## config.mk

```make
export PLATFORM = sky130hd
export DESIGN_NAME = imem_boot_ctrl
export DESIGN_NICKNAME = d
export VERILOG_FILES = /design/src/rtl/imem_boot_ctrl.sv
export SDC_FILE = /design/constraint.sdc
export NUM_CORES = 1
export LEC_CHECK = 0
export ABC_AREA = 0
export BUFFER_PORTS_ARGS = -buffer_cell sky130_fd_sc_hd__buf_4
export CORE_ASPECT_RATIO = 2
export CORE_UTILIZATION = 50
export CTS_CLUSTER_SIZE = 8
export DETAILED_ROUTE_END_ITERATION = 6
export GPL_ROUTABILITY_DRIVEN = 0
export HOLD_SLACK_MARGIN = 0.02
export PLACE_DENSITY = 0.86
export SLEW_MARGIN = 5
export SYNTH_ARGS = -nofsm -noshare
export SYNTH_HDL_FRONTEND = slang
export SYNTH_SLANG_ARGS = --single-unit
```

## constraint.sdc

```tcl
create_clock -name clk -period 3.1 [get_ports clk]
set_input_delay 0.31 -clock clk [delete_from_list [all_inputs] [get_ports clk]]
set_output_delay 0.31 -clock clk [all_outputs]
set_load 0.05 [all_outputs]
```

## src/rtl/imem_boot_ctrl.sv

```systemverilog
// Boot loader for instruction memory: streams words into IMEM over valid/ready,
// holds the core in reset while loading, then releases it after a settle delay.
module imem_boot_ctrl #(
   parameter int unsigned IMEM_WORDS  = 256,
   parameter int unsigned RELEASE_DLY = 4
) (
   input  logic        clk,
   input  logic        reset_n,
   input  logic        load_start_in,
   input  logic [31:0] load_len_in,
   input  logic        wr_valid_in,
   input  logic [31:0] wr_data_in,
   output logic        wr_ready_out,
   output logic        imem_we_out,
   output logic [31:0] imem_addr_out,
   output logic [31:0] imem_data_out,
   output logic        core_reset_n_out,
   output logic        busy_out,
   output logic        done_out,
   output logic        err_out
);

   // state | meaning
   // IDLE  | no program loaded, core held in reset
   // LOAD  | accepting stream words, one write per accepted word
   // DRAIN | last write done, counting down the release delay
   // RUN   | program loaded, core released
   typedef enum logic [1:0] {IDLE, LOAD, DRAIN, RUN} state_t;

   localparam logic [31:0] MAX_LEN  = 32'(IMEM_WORDS);
   localparam logic [3:0]  DLY_INIT = 4'(RELEASE_DLY - 1);

   state_t      state, state_nx;
   logic [31:0] len_q, len_nx;
   logic [31:0] cnt_q, cnt_nx;
   logic [31:0] addr_q, addr_nx;
   logic [31:0] data_q, data_nx;
   logic [3:0]  dly_q, dly_nx;
   logic        we_q, we_nx;
   logic        err_q, err_nx;
   logic        len_legal;

   assign len_legal = (load_len_in <= MAX_LEN);

   always_ff @(posedge clk or negedge reset_n) begin
      if (!reset_n) begin
         state  <= IDLE;
         len_q  <= '0;
         cnt_q  <= '0;
         addr_q <= '0;
         data_q <= '0;
         dly_q  <= '0;
         we_q   <= 1'b0;
         err_q  <= 1'b0;
      end else begin
         state  <= state_nx;
         len_q  <= len_nx;
         cnt_q  <= cnt_nx;
         addr_q <= addr_nx;
         data_q <= data_nx;
         dly_q  <= dly_nx;
         we_q   <= we_nx;
         err_q  <= err_nx;
      end
   end

   always_comb begin
      state_nx = state;
      len_nx   = len_q;
      cnt_nx   = cnt_q;
      addr_nx  = addr_q;
      data_nx  = data_q;
      dly_nx   = dly_q;
      we_nx    = 1'b0;
      err_nx   = err_q;
      case (state)
         IDLE, RUN: begin
            // An illegal request leaves the current state alone, so a running core keeps running.
            if (load_start_in) begin
               if (!len_legal) begin
                  err_nx = 1'b1;
               end else begin
                  err_nx = 1'b0;
                  len_nx = load_len_in;
                  cnt_nx = '0;
                  if (load_len_in == 32'd0) begin
                     state_nx = DRAIN;
                     dly_nx   = DLY_INIT;
                  end else begin
                     state_nx = LOAD;
                  end
               end
            end
         end
         LOAD: begin
            if (wr_valid_in) begin
               we_nx   = 1'b1;
               addr_nx = cnt_q;
               data_nx = wr_data_in;
               cnt_nx  = cnt_q + 32'd1;
               if (cnt_q == len_q - 32'd1) begin
                  state_nx = DRAIN;
                  dly_nx   = DLY_INIT;
               end
            end
         end
         DRAIN: begin
            if (dly_q == 4'd0) state_nx = RUN;
            else               dly_nx   = dly_q - 4'd1;
         end
         default: state_nx = IDLE;
      endcase
   end

   assign wr_ready_out     = (state == LOAD);
   assign imem_we_out      = we_q;
   assign imem_addr_out    = addr_q;
   assign imem_data_out    = data_q;
   assign core_reset_n_out = (state == RUN);
   assign busy_out         = (state == LOAD) || (state == DRAIN);
   assign done_out         = (state == RUN);
   assign err_out          = err_q;

endmodule

```

[After elaboration in Yosys (flattened, before gate mapping)]
Index checks and enable logic that the tools add are counted.
Word-level totals
  register bits after elaboration: 136
  bits of input ports: 68
  word-level logic and storage cells: 56
Cells by class
  reduce and logical (&&, ||, !) cells: 12
  multiplexer cells: 21
  add/subtract/negate cells: 3
  $lt $le $gt $ge: 1
  equal/unequal tests: 11
Operator list (count)
  32-bit 2-to-1 mux: 3
  32-bit case mux with 2 select lines: 1
  32-bit by 1-bit adder with 32-bit output, second input constant: 1
  32-bit == test: 1
  32-bit by 9-bit <= comparator with 1-bit output, second input constant: 1
  32-bit logical NOT: 1
  32-bit by 1-bit subtractor with 32-bit output, second input constant: 1
  4-bit 2-to-1 mux: 6
  2-bit 2-to-1 mux: 6
  2-bit != test, second input constant: 6
  4-bit case mux with 3 select lines: 1
  2-bit case mux with 3 select lines: 1
  6-bit AND reduction: 1
  5-bit AND reduction: 1
  2-bit == test, second input constant: 2
  4-bit logical NOT: 1
  2-bit AND reduction: 2
  4-bit AND reduction: 1
  4-bit by 1-bit subtractor with 4-bit output, second input constant: 1
  1-bit 2-to-1 mux: 3
  3-bit AND reduction: 1
  2-bit by 1-bit == test with 1-bit output, second input constant: 1
  2-bit logical NOT: 1
  2-bit by 1-bit != test with 1-bit output, second input constant: 1
  other kinds (3): 3

[Logic depth before layout (Yosys ltp)]
Gate-level depths: netlist of the first run.
  depth after elaboration: 5
  mapped depth: 12

[Worst setup path after synthesis of the first run]
OpenSTA, ideal clock, no wires.
  kind: register to register
  start point: register len_q[21]
  end point: register dly_q[0]
  setup time: 0.121 ns
  required time: 2.979 ns
  data arrival time: 2.908 ns
  slack: 0.071 ns
  stages on the path, launching flop included: 11
  path through: dfrtp_1 > or4_1 > buf_2 > or4_1 > a21o_1 > mux2_4 > a31oi_2 > nand4_2 > o31ai_4 > a31oi_1 > o22a_1
Between the ends
  longest elaborated chain between the ends: 4
RTL lines
  start, declared: line 34  | logic [31:0] len_q, len_nx;
  start signal, assigned: line 57  | len_q <= len_nx;
  32-bit by 1-bit subtractor with 32-bit output: line 101  | if (cnt_q == len_q - 32'd1) begin
  32-bit == test: line 101
  2-bit by 1-bit != test with 1-bit output (no line)
  6-bit AND reduction (no line)
  end signal, assigned: line 61  | dly_q <= dly_nx;
  end, declared: line 38  | logic [3:0] dly_q, dly_nx;
Every way passes these cells.
A chain may end at the register's enable or synchronous reset.

[Final worst setup path of the first run]
  start point: register len_q[2]
  end point: register state[1]
Between the ends
  longest elaborated chain between the ends: 4
RTL lines
  32-bit by 1-bit subtractor with 32-bit output: line 101
  32-bit == test: line 101
  2-bit by 1-bit != test with 1-bit output (no line)
  5-bit AND reduction (no line)
  end signal, assigned: line 56  | state <= state_nx;
  end, declared: line 33  | state_t state, state_nx;
Every way passes these cells.

==> results_dict.tcl, run 1 <==
set metrics [dict create \
    status "complete, but fails checks" \
    violations "DRC, setup timing" \
    relSlewSlack 0.4641 \
    synth-async-reset-ratio 1.000 \
    grt_antenna_before_repair 0 \
    fill_cells 901 \
    port_buffers 137 \
    startpoint_type "flip-flop" \
    path_delay_family "simple AND/OR/NAND/NOR gates" \
    whs_ns 0.1239 \
    hold_viol_final 0 \
    drt_iter0_markers 458 \
    die_y_um 166.8 \
    peakVddDrop_uv 683.6 \
    fmax_mhz 311.6 \
    cts.sinks 136 \
    hp-class "input port to flip-flop" \
    drc 14 \
    routedWlPerCell_um 19.95 \
    worstMarginPinSlew_ns 0.8038 \
    vias 5887 \
    crit_chain "nor3_2 > nand3_1 > nor3_1 > a31oi_1 > a2111oi_2 > buf_4 > nand4_4 > buf_6 > or3_1 > o31a_1 > o211ai_1" \
    finalSetupViolCount 6 \
    dpl-instance-area_sq_um 8148 \
    grt.overflow.total 0 \
    netlist_instances 631 \
    postRouteAntennaNets 0 \
    viasPerCell 6.107 \
    dp_hpwl_um 12600 \
    cp_max_fo 7 \
    ys_seq_area_frac 0.5011 \
    grtUsageTotal 0.2715 \
    diodes 0 \
    final_nets 874 \
    first_pass_iters 7 \
    total_power_w 0.005439 \
    synth_nets 706 \
    cts_buffer_depth 2 \
    totalWireLength_um 19230 \
    synth_cell_types 68 \
    root_buffer "clkbuf_16" \
    critPathSlowestCell "dfrtp_1" \
    stdcell_area_sq_um 9037 \
    grt_first_pass_wirelength_um 30100 \
    synth_ff_type "dfrtp_1" \
    cts_tree "built" \
    yosysWarningCount 0 \
    post-route-min-period_ns 3.209 \
    chipWidth_um 84.41 \
    crit_type "flip-flop to flip-flop" \
    clkTransAtPathRegs_ns 0.06 \
    cts_buffers 17 \
    die-area_sq_um 14080 \
    fin_util 0.6878 \
    layout.cells.non_filler 964 \
    p_leak_nw 4.447 \
    initial_core_util 0.5169 \
    grt_pass1_vias 6180 \
    areaGrowthSynthToFinish_pct 33.07 \
    pin_count 138 \
    fp-row-count 59 \
    ys_ff_latch 136 \
    max_stage_delay_ns 0.48 \
    insertion_delay_ns 0.42 \
    dp_cells 923 \
    synth-edff-count 0 \
    fp.coreArea_sq_um 13140 \
    grt_max_degree 72 \
    syn_avg_cell_area_sq_um 10.76 \
    maxCapViolCount 0 \
    drive_above_1_share 0.3867 \
    fin_skew_ns 0.006648 \
    cp_data_required_time_ns 3.43 \
    arrival_ns 3.54 \
    synth.cell_area_sq_um 6792 \
    htree_levels 4 \
    finalCritPeriodShare 1.035 \
    fin_ws_ns -0.1090 \
    endpoint_kind "flip-flop" \
    slew_violations 0 \
    crit_buf_inv 2 \
    p_per_area_nw_per_um2 601.8 \
]
## cell families (layout without fill, tap and decap cells)
group	Yosys count	in the layout	share of synthesized area
and+or+nand+nor	232	232	0.1829
AOI/OAI and AO/OA	88	88	0.09286
muxes	70	70	0.1161
buffers and inverters	45	226	0.02579
xor gates and xnor gates	53	53	0.06835
adders and majority gates	7	7	0.01290
DFF	136	136	0.5011
## metal layers
metal	vias up	part of all wire	GRT usage
met4	0	0.052	0.1746
met3	93	0.056	0.05748
met5	-	0	0
li1	2584	-	-
met2	292	0.55	0.4954
met1	2918	0.34	0.2747
## cell usage after synthesis, types with 7 or more instances
library cell,count,share of area
nand3_1,22,0.016
nor3_1,17,0.013
o21ai_0,27,0.020
inv_1,20,0.011
clkbuf_1,20,0.011
or3_1,16,0.015
ha_1,7,0.013
nand2_1,43,0.024
dfrtp_1,136,0.50
xnor2_1,30,0.039
nor2b_1,27,0.025
a21oi_1,9,0.0066
or4_1,7,0.0077
nor2_1,46,0.025
nor4_1,13,0.012
nand2b_1,9,0.0083
xor2_1,23,0.030
mux2_2,66,0.11
## cell type report
class	instances	area, sq um	area share
clock buffer	18	439.2	0.04859
clock inverter	14	162.7	0.01800
inverter	20	75.07	0.008307
multi-input combinational	450	3430	0.3795
sequential	136	3403	0.3766
tap	152	190.2	0.02104
timing repair buffer	174	1338	0.1480
## stage by stage
step                      worst slack, ns  TNS [ns]
after floorplan                   0.07084         0
after global placement           -0.04977   -0.1335
after detailed placement          -0.2024   -0.7381
after CTS                        0.008749         0
after global routing              -0.1987   -0.9080
final                             -0.1090   -0.3716
## flip-flops by register name, summed over array words and instances (netlist names)
name,cells
cnt_q,32
imem_addr_out,32
imem_data_out,32
len_q,32
dly_q,4
state,2
err_out,1
imem_we_out,1
## power breakdown
part,leakage (nW),total (W),internal [W],switching [W]
clock,0.288,0.00205,0.00123,0.000820
combinational,2.30,0.00132,0.000435,0.000886
sequential,1.86,0.00207,0.00196,0.000106
total,4.45,0.00544,0.00363,0.00181
## repair_timing
item / CTS / global route
gates resized for setup: 11 / 27
hold buffers: 1 / 0
hold endpoints to repair: 61 / 0
setup endpoints to repair: 6 / 6
setup buffers: 4 / 4
pin swaps: 6 / 14
## path summary, 6_finish.rpt
check                                                   start                             to  slack [ns]  cells past startpoint
worst max-delay path                     len_q[2]$_DFFE_PN0P_           state[1]$_DFFE_PN0P_       -0.11                     11
worst min-delay path                           wr_data_in[11]  imem_data_out[11]$_DFFE_PN0P_        0.12                      2
worst max register to register           len_q[2]$_DFFE_PN0P_           state[1]$_DFFE_PN0P_       -0.11                     11
worst min register to register  imem_addr_out[30]$_DFFE_PN0P_  imem_addr_out[30]$_DFFE_PN0P_        0.49                      2
max in group asynchronous                             reset_n          cnt_q[19]$_DFFE_PN0P_        1.80                      3
min in group asynchronous                             reset_n  imem_data_out[20]$_DFFE_PN0P_        0.53                      2
## worst reg2reg max path, cell delays in order, from the launching register on
cell and delay [ns]:
dfrtp_1 0.48, nor3_2 0.40, nand3_1 0.27, nor3_1 0.37, a31oi_1 0.12, a2111oi_2 0.41, buf_4 0.20, nand4_4 0.12
buf_6 0.16, or3_1 0.35, o31a_1 0.12, o211ai_1 0.10
## cell usage in the layout, fill, tap and decap left out, types with 7 or more instances in the layout
cell type,Yosys,final
mux2_2,66,66
nand2_1,43,42
clkbuf_16,0,17
nor2_1,46,46
dfrtp_1,136,136
or3_1,16,14
nor2b_1,27,26
xnor2_1,30,29
nor3_2,2,7
xor2_1,23,23
a21oi_1,9,9
nor3_1,17,12
nor4_1,13,9
buf_4,1,170
o21ai_0,27,27
inv_1,20,20
nand2b_1,9,8
nand3_1,22,21
(Power assumes the default switching activity.)
==> run 2, diff against run 1 <==
--- a/config.mk
+++ b/config.mk
@@ -8,12 +8,14 @@
 export ABC_AREA = 0
 export BUFFER_PORTS_ARGS = -buffer_cell sky130_fd_sc_hd__buf_4
 export CORE_ASPECT_RATIO = 2
-export CORE_UTILIZATION = 50
+export CORE_MARGIN = 2
+export CORE_UTILIZATION = 60
 export CTS_CLUSTER_SIZE = 8
 export DETAILED_ROUTE_END_ITERATION = 6
 export GPL_ROUTABILITY_DRIVEN = 0
 export HOLD_SLACK_MARGIN = 0.02
-export PLACE_DENSITY = 0.86
+export PLACE_DENSITY = 0.95
+export SKIP_CTS_REPAIR_TIMING = 1
 export SLEW_MARGIN = 5
 export SYNTH_ARGS = -nofsm -noshare
 export SYNTH_HDL_FRONTEND = slang
==> constraint.sdc (replaced) <==
create_clock -name clk -period 4.14 [get_ports clk]
set_input_delay 0.414 -clock clk [delete_from_list [all_inputs] [get_ports clk]]
set_output_delay 0.414 -clock clk [all_outputs]
set_load 0.05 [all_outputs]
==> run 2 against run 1 <==
Compared with the run above: the run now ends clean; flip-flop and latch count is the same; hold slack got worse by 0.013 ns; sequential share of layout area up 2.2 points; wire length decreased by 12%; sequential power fell by 25%; final cell count shrank 4.5%; non-clock buffer count is 32 lower; global-route usage grew 1.8 points; combinational power fell by 26%; critical path type unchanged; critical endpoint is now dly_q[2]$_DFFE_PN0P_; largest cell class is now flip-flops and latches.
==> results_dict.tcl, run 2 (synthesis results as in run 1) <==
set metrics [dict create \
    hp-class "input port to asynchronous set/reset pin" \
    grtUsageTotal 0.2898 \
    first_pass_iters 5 \
    r2r-start "len_q[0]$_DFFE_PN0P_" \
    p_per_area_nw_per_um2 471.5 \
    dp_cells 890 \
    port_buffers 137 \
    root_buffer "clkbuf_16" \
    maxCapViolCount 0 \
    peakVddDrop_uv 494.3 \
    grt_first_pass_wirelength_um 27700 \
    hold_viol_final 0 \
    fp.coreArea_sq_um 11150 \
    total_power_w 0.004021 \
    insertion_delay_ns 0.42 \
    cts_tree "built" \
    pin_count 138 \
    postRouteAntennaNets 0 \
    status "finished clean" \
    finalCritPeriodShare 0.8486 \
    fin_skew_ns 0.01224 \
    critPathCapture "dly_q[2]$_DFFE_PN0P_" \
    endpoint_kind "flip-flop" \
    grt_antenna_before_repair 0 \
    worstMarginPinSlew_ns 0.9814 \
    die_y_um 154.5 \
    grt_pass1_vias 5847 \
    viasPerCell 6.190 \
    diodes 0 \
    totalWireLength_um 17010 \
    cts_buffer_depth 2 \
    slew_violations 0 \
    cp_max_fo 9 \
    r2r_setup_slack_ns 0.63 \
    final_common_cell "buf_4" \
    drt_iter0_markers 493 \
    relSlewSlack 0.3434 \
    routedWlPerCell_um 18.47 \
    arrival_ns 3.81 \
    cts.sinks 136 \
    r2r_end "dly_q[2]$_DFFE_PN0P_" \
    crit_type "flip-flop to flip-flop" \
    cp_data_required_time_ns 4.44 \
    clkTransAtPathRegs_ns 0.06 \
    post-route-min-period_ns 3.513 \
    startpoint_type "flip-flop" \
    fp-row-count 55 \
    areaGrowthSynthToFinish_pct 25.57 \
    finalSetupViolCount 0 \
    grt_max_degree 109 \
    setup-tns-final_ns 0 \
    drive_above_1_share 0.3248 \
    initial_core_util 0.6092 \
    dp_hpwl_um 11600 \
    p_leak_nw 4.223 \
    htree_levels 4 \
    worstSetupStartpoint "len_q[0]$_DFFE_PN0P_" \
    fill_cells 701 \
    layout.cells.non_filler 921 \
    rsz0062_at_grt "false" \
    r2r_cells 11 \
    die-area_sq_um 12240 \
    layout_common_cells "141 x buf_4, 136 x dfrtp_1, 66 x mux2_2, 46 x nor2_1, 42 x nand2_1" \
    chipWidth_um 79.23 \
    cts_buffers 17 \
    drc 0 \
    fmax_mhz 284.7 \
    vias 5701 \
    final_nets 842 \
    grt.overflow.total 0 \
]
-- run 2: changes by cell type in the layout (fill, tap and decap cells not counted), sizes merged --
cell | before | now
buf | 173 | 142
inv | 27 | 23
dlygate4sd3 | 1 | 0
clkinv | 2 | 5
-- run 2: routing by layer --
| metal | GRT usage | up-vias | share of wire | wire length (um) |
|---|---|---|---|---|
| li1 | - | 2526 | - | - |
| met1 | 0.3260 | 2798 | 0.37 | 6340 |
| met2 | 0.4968 | 316 | 0.53 | 8941 |
| met3 | 0.07993 | 61 | 0.069 | 1177 |
| met4 | 0.1445 | 0 | 0.033 | 553 |
| met5 | 0 | - | 0 | 0 |
-- run 2: worst min-delay path by stage --
stage                                          to  slack, ns                           from
finish                       cnt_q[4]$_DFFE_PN0P_       0.11                        reset_n
global route                 cnt_q[5]$_DFFE_PN0P_       0.21                        reset_n
CTS                          cnt_q[2]$_DFFE_PN0P_       0.16                        reset_n
detailed placement  imem_addr_out[23]$_DFFE_PN0P_       0.49  imem_addr_out[23]$_DFFE_PN0P_
global placement    imem_addr_out[11]$_DFFE_PN0P_       0.47  imem_addr_out[11]$_DFFE_PN0P_
floorplan                    cnt_q[0]$_DFFE_PN0P_       0.12                        reset_n
-- run 2: power by group --
part	internal (W)	switching [W]
logic	0.000322	0.000651
clock network	0.000906	0.000595
registers	0.00147	0.0000775
total	0.00270	0.00132
-- run 2: stage by stage --
stage               hold WS (ns)  setup WS (ns)  cell area, sq um  utilization
floorplan                 0.1184          1.111              6792            -
global placement          0.4681         0.8366              7941       0.7123
detailed placement        0.4910         0.7465              7941       0.7123
CTS                       0.1554         0.7087              8528       0.7650
global route              0.2072         0.2254              8528       0.7650
finish                    0.1108         0.6269              8528       0.7650
-- run 2: area by class of cell --
class / count / area (sq um) / area share
clock buffers: 18 / 439.2 / 0.05150
inverters: 20 / 75.07 / 0.008803
clock inverters: 13 / 147.6 / 0.01731
well taps: 142 / 177.7 / 0.02083
multi-input cells: 450 / 3216 / 0.3771
flip-flops and latches: 136 / 3403 / 0.3991
repair buffers: 142 / 1070 / 0.1254
-- run 2: worst max-delay path, cell delays in order (launching register included) --
cell       delay (ns)
dfrtp_1          0.46
inv_1            0.12
ha_1             0.21
nor2b_1          0.40
nand4_1          0.31
nor3_1           0.31
nand3_1          0.15
a2111oi_1        0.51
nand4_2          0.23
o31ai_4          0.38
o21ai_1          0.12
a22o_1           0.20
